## config.mk

```make
export PLATFORM = sky130hd
export DESIGN_NAME = const_div_pipe
export DESIGN_NICKNAME = d
export VERILOG_FILES = /design/src/rtl/const_div_pkg.sv /design/src/rtl/const_div_stage.sv /design/src/rtl/const_div_pipe.sv
export SDC_FILE = /design/constraint.sdc
export NUM_CORES = 1
export LEC_CHECK = 0
export BUFFER_PORTS_ARGS = -buffer_cell sky130_fd_sc_hd__buf_2
export CORE_UTILIZATION = 55
export CTS_BUF_LIST = sky130_fd_sc_hd__clkbuf_2 sky130_fd_sc_hd__clkbuf_4 sky130_fd_sc_hd__clkbuf_8
export DETAILED_ROUTE_END_ITERATION = 8
export GPL_ROUTABILITY_DRIVEN = 0
export PLACE_DENSITY = 0.74
export SLEW_MARGIN = 10
export SYNTH_ARGS = -nofsm -noshare
export SYNTH_HDL_FRONTEND = slang
export SYNTH_HIERARCHICAL = 1
export SYNTH_SLANG_ARGS = --single-unit
```

## constraint.sdc

```tcl
create_clock -name clk -period 21.9 [get_ports clk]
set_clock_uncertainty 0.2 [all_clocks]
set_input_delay 1.095 -clock clk [delete_from_list [all_inputs] [get_ports clk]]
set_output_delay 1.095 -clock clk [all_outputs]
set_load 0.1 [all_outputs]
```

## src/rtl/const_div_pkg.sv

```systemverilog
// rtl/const_div_pkg.sv - width helpers and parameter legality for the constant divider
package const_div_pkg;

  function automatic int flog2_f(input int n);
    int r;
    int v;
    r = 0;
    v = n;
    while (v > 1) begin
      v = v >> 1;
      r++;
    end
    return r;
  endfunction

  function automatic int qw_f(input int width, input int divisor);
    return width - flog2_f(divisor);
  endfunction

  function automatic int rw_f(input int divisor);
    return $clog2(divisor);
  endfunction

  function automatic int stages_f(input int width, input int chunk);
    return (width + chunk - 1) / chunk;
  endfunction

  function automatic bit params_ok_f(input int width, input int divisor, input int chunk);
    return (width >= 8) && (width <= 64) &&
           (divisor >= 2) && (divisor <= 65535) &&
           (chunk >= 1) && (chunk <= 8) &&
           (qw_f(width, divisor) >= 1);
  endfunction

endpackage

```

## src/rtl/const_div_stage.sv

```systemverilog
// rtl/const_div_stage.sv - one combinational long-division step by a constant divisor
module const_div_stage
  import const_div_pkg::*;
#(
  parameter int DIVISOR = 23,
  parameter int CHUNK = 4,
  localparam int RW = rw_f(DIVISOR)
) (
  input  logic [RW-1:0]    r_in,
  input  logic [CHUNK-1:0] v_in,
  output logic [CHUNK-1:0] q_dig,
  output logic [RW-1:0]    r_out
);

  logic [31:0] w_t;

  always_comb begin
    w_t = 32'({r_in, v_in});
    q_dig = '0;
    // r_in < DIVISOR keeps the digit below 2^CHUNK, so a ladder of constant multiples is exact
    for (int k = 1; k < (1 << CHUNK); k++) begin
      if (w_t >= 32'(k * DIVISOR)) q_dig = CHUNK'(k);
    end
    r_out = RW'(w_t - 32'(q_dig) * 32'(DIVISOR));
  end

endmodule

```

## src/rtl/const_div_pipe.sv

```systemverilog
// rtl/const_div_pipe.sv - pipelined divide by constant; CONST_DIV_REM_OUT_EN adds the R_out port
module const_div_pipe
  import const_div_pkg::*;
#(
  parameter int WIDTH = 32,
  parameter int DIVISOR = 23,
  parameter int CHUNK = 4,
  localparam int QW = qw_f(WIDTH, DIVISOR),
  localparam int RW = rw_f(DIVISOR)
) (
  input  logic             clk,
  input  logic             rst,
  input  logic             in_valid,
  output logic             in_ready,
  input  logic [WIDTH-1:0] IN_X,
  output logic             out_valid,
  input  logic             out_ready,
  output logic [QW-1:0]    Q_out
`ifdef CONST_DIV_REM_OUT_EN
  ,
  output logic [RW-1:0]    R_out
`endif
);

  localparam int S = stages_f(WIDTH, CHUNK);
  localparam int PW = S * CHUNK;

  if (!params_ok_f(WIDTH, DIVISOR, CHUNK)) begin : g_param_check
    $error("const_div_pipe: illegal WIDTH/DIVISOR/CHUNK combination");
  end

  // each word holds quotient digits above the chunk being consumed and dividend bits below it
  logic [PW-1:0] r_w [S];
  logic [RW-1:0] r_r [S];
  logic [S-1:0]  r_v;
  logic          r_out_valid;
  logic [QW-1:0] r_q;
  logic [PW-1:0] w_wn [S];
  logic [RW-1:0] w_rn [S];
  logic          w_adv;
  logic          w_unused;

  assign w_adv     = out_ready || !r_out_valid;
  assign in_ready  = w_adv;
  assign out_valid = r_out_valid;
  assign Q_out     = r_q;

  for (genvar i = 0; i < S; i++) begin : g_stage
    localparam int C = S - 1 - i;
    logic [CHUNK-1:0] w_qd;

    const_div_stage #(
      .DIVISOR(DIVISOR),
      .CHUNK  (CHUNK)
    ) u_stage (
      .r_in (r_r[i]),
      .v_in (r_w[i][C*CHUNK +: CHUNK]),
      .q_dig(w_qd),
      .r_out(w_rn[i])
    );

    assign w_wn[i] = (r_w[i] & ~(PW'({CHUNK{1'b1}}) << (C * CHUNK))) | (PW'(w_qd) << (C * CHUNK));
  end

  always_ff @(posedge clk or posedge rst) begin
    if (rst) begin
      r_v         <= '0;
      r_out_valid <= 1'b0;
      r_q         <= '0;
      for (int i = 0; i < S; i++) begin
        r_w[i] <= '0;
        r_r[i] <= '0;
      end
    end else if (w_adv) begin
      r_v[0] <= in_valid;
      if (in_valid) r_w[0] <= PW'(IN_X);
      r_r[0] <= '0;
      for (int i = 1; i < S; i++) begin
        r_v[i] <= r_v[i-1];
        if (r_v[i-1]) begin
          r_w[i] <= w_wn[i-1];
          r_r[i] <= w_rn[i-1];
        end
      end
      r_out_valid <= r_v[S-1];
      if (r_v[S-1]) r_q <= w_wn[S-1][QW-1:0];
    end
  end

`ifdef CONST_DIV_REM_OUT_EN
  logic [RW-1:0] r_rem;

  always_ff @(posedge clk or posedge rst) begin
    if (rst) begin
      r_rem <= '0;
    end else if (w_adv && r_v[S-1]) begin
      r_rem <= w_rn[S-1];
    end
  end

  assign R_out    = r_rem;
  // quotient bits above QW are always zero
  assign w_unused = ^w_wn[S-1][PW-1:QW];
`else
  assign w_unused = ^{w_wn[S-1][PW-1:QW], w_rn[S-1]};
`endif

endmodule

```

==> reports/metrics.cfg <==
[route]
drc=0
drt-vias-per-instance=5.65
wl_per_cell_um=15.8
drt_first_pass_iters=6
drt_iter0_markers=1016
antenna_left=0
num_vias=11111
wirelength_um=31000

[floorplanning]
ios=66
die_area_um2=34200
die_x_um=185
fp.dieH_um=185
rows=66
start_util=0.563
core_um2=32700

[sta]
post-route-min-period_ps=4430
fmax_mhz=226
relSlewSlack=0.380
finalCritPeriodShare=0.202
maxSlewViolCount=0
rsz0062_at_grt=false
tightestPinTransition_ps=930
setup_viol=0
finalHoldViolations=0
fin_setup_tns_ps=0

[final_layout]
fillers=2650
n_antenna_cell=0
seqCellArea_um2=7510
post-route-util=0.598
drive_gt1_frac=0.337
multi_input_area_um2=9710
fin_nets=1612
syn2layout_area_growth_pct=6.23

[logic_synthesis]
syn_area_um2=18400
ys_warn_count=6
postSynthCellCount=1453
avgSynthCellArea_um2=12.7

[clock_network]
numCtsBuffers=49
cts-hold-fix-buffers=0
ctsResizeCount=0
h-tree-depth=2
cts.sinks=300
path_clk_slew_ps=60
clockRootBuffer=clkbuf_8
clk_latency_ps=550
cts_tree=done
clock_path_buffers=3
post-cts-setup-buffers=0

[worst_setup_path]
cp_max_fo=22
crit_required_ps=22140
cp-start-kind=flop
worst_path_dominant_cell_family=adder cells
cp_num_buf_inv=1
slowest_delay_ps=650
cp.arrival_ps=4660
cpMaxStageDelayCell=dfrtp_1
crit_chain=or4_4 -> o211ai_2 -> o2111ai_1 -> nor3_2 -> o22ai_2 -> ha_1 -> inv_1 -> fa_1 -> fa_1 -> a21o_1 -> a21oi_1 -> xnor2_1 -> xnor2_1 -> mux2_4
worst-setup-path-type=flop to flop
reg2reg_setup_slack_ps=17470
endpoint_kind=flop

[status]
outcome=completed

[grt]
grt_pass1_vias=10873
grt_max_degree=184
grt_pass1_wl_um=53700
track_usage=0.189
grt_overflow_total=0
antenna_found_initial=1

[place]
io_buffers=65
dp_hpwl_um=21100

[run]
maxCapViolCount=0

[hold_path]
min_path_type=flop to flop

-- cells in the final DEF, fill, tap and decap left out, types with 17 or more instances in the layout --
cell      count
nor3_1       20
o21ai_0      59
ha_1         56
inv_1        88
dfrtp_1     300
fa_1         35
xnor2_1      46
mux2_4      239
nand4_1      20
a21oi_1      50
nor2_1       48
clkbuf_8     63
buf_2        65
xor2_1       17
mux2_2       59
o21a_1       20
nand2_1      56
-- metrics by stage --
step	std cells	instance area (um^2)	worst slack, ps	hold slack (ps)
6_report	1965	19600	17470	296
5_1_grt	1965	19600	17200	310
4_1_cts	1965	19600	17460	301
3_5_place_dp	1876	18500	17480	289
3_3_place_gp	1876	18500	17650	281
2_1_floorplan	1468	18500	12320	274
-- state kept, by name (all words and copies together) (netlist names) --
register	cells
Q_out	28
out_valid	1
r_r	35
r_v	8
r_w	228
-- area by class of cell --
| cell class | count | area share |
|---|---|---|
| Clock buffer | 73 | 0.0482 |
| Clock inverter | 16 | 0.00812 |
| Inverter | 90 | 0.0179 |
| Multi-Input combinational cell | 978 | 0.496 |
| Sequential cell | 300 | 0.384 |
| Tap cell | 442 | 0.0283 |
| Timing Repair Buffer | 66 | 0.0177 |
-- worst paths after layout --
check / to / cells past startpoint / start
min reg2reg: Q_out[1] / 1 / Q_out[1]
max: r_r[9] / 14 / r_w[74]
min in group asynchronous: r_w[21] / 2 / rst
min: Q_out[1] / 1 / Q_out[1]
max in group asynchronous: r_w[195] / 3 / rst
max reg2reg: r_r[9] / 14 / r_w[74]
-- worst reg2reg max path: stages (launching register included) --
cell and delay (ps):
dfrtp_1 650, or4_4 540, o211ai_2 160, o2111ai_1 150, nor3_2 230, o22ai_2 190
ha_1 330, inv_1 50, fa_1 500, fa_1 450, a21o_1 180, a21oi_1 170
xnor2_1 160, xnor2_1 90, mux2_4 270
-- metal layers --
metal	share of wire	up-vias	wire [um]	track usage
met1	0.47	5494	14600	0.267
met4	0.018	2	556	0.0545
met2	0.46	297	14400	0.297
met3	0.046	51	1440	0.0317
li1	-	5267	-	-
met5	0.00035	-	11	0
Power is not shown: default switching activity piles up to over one toggle a cycle in this logic, so the estimate is an artifact.
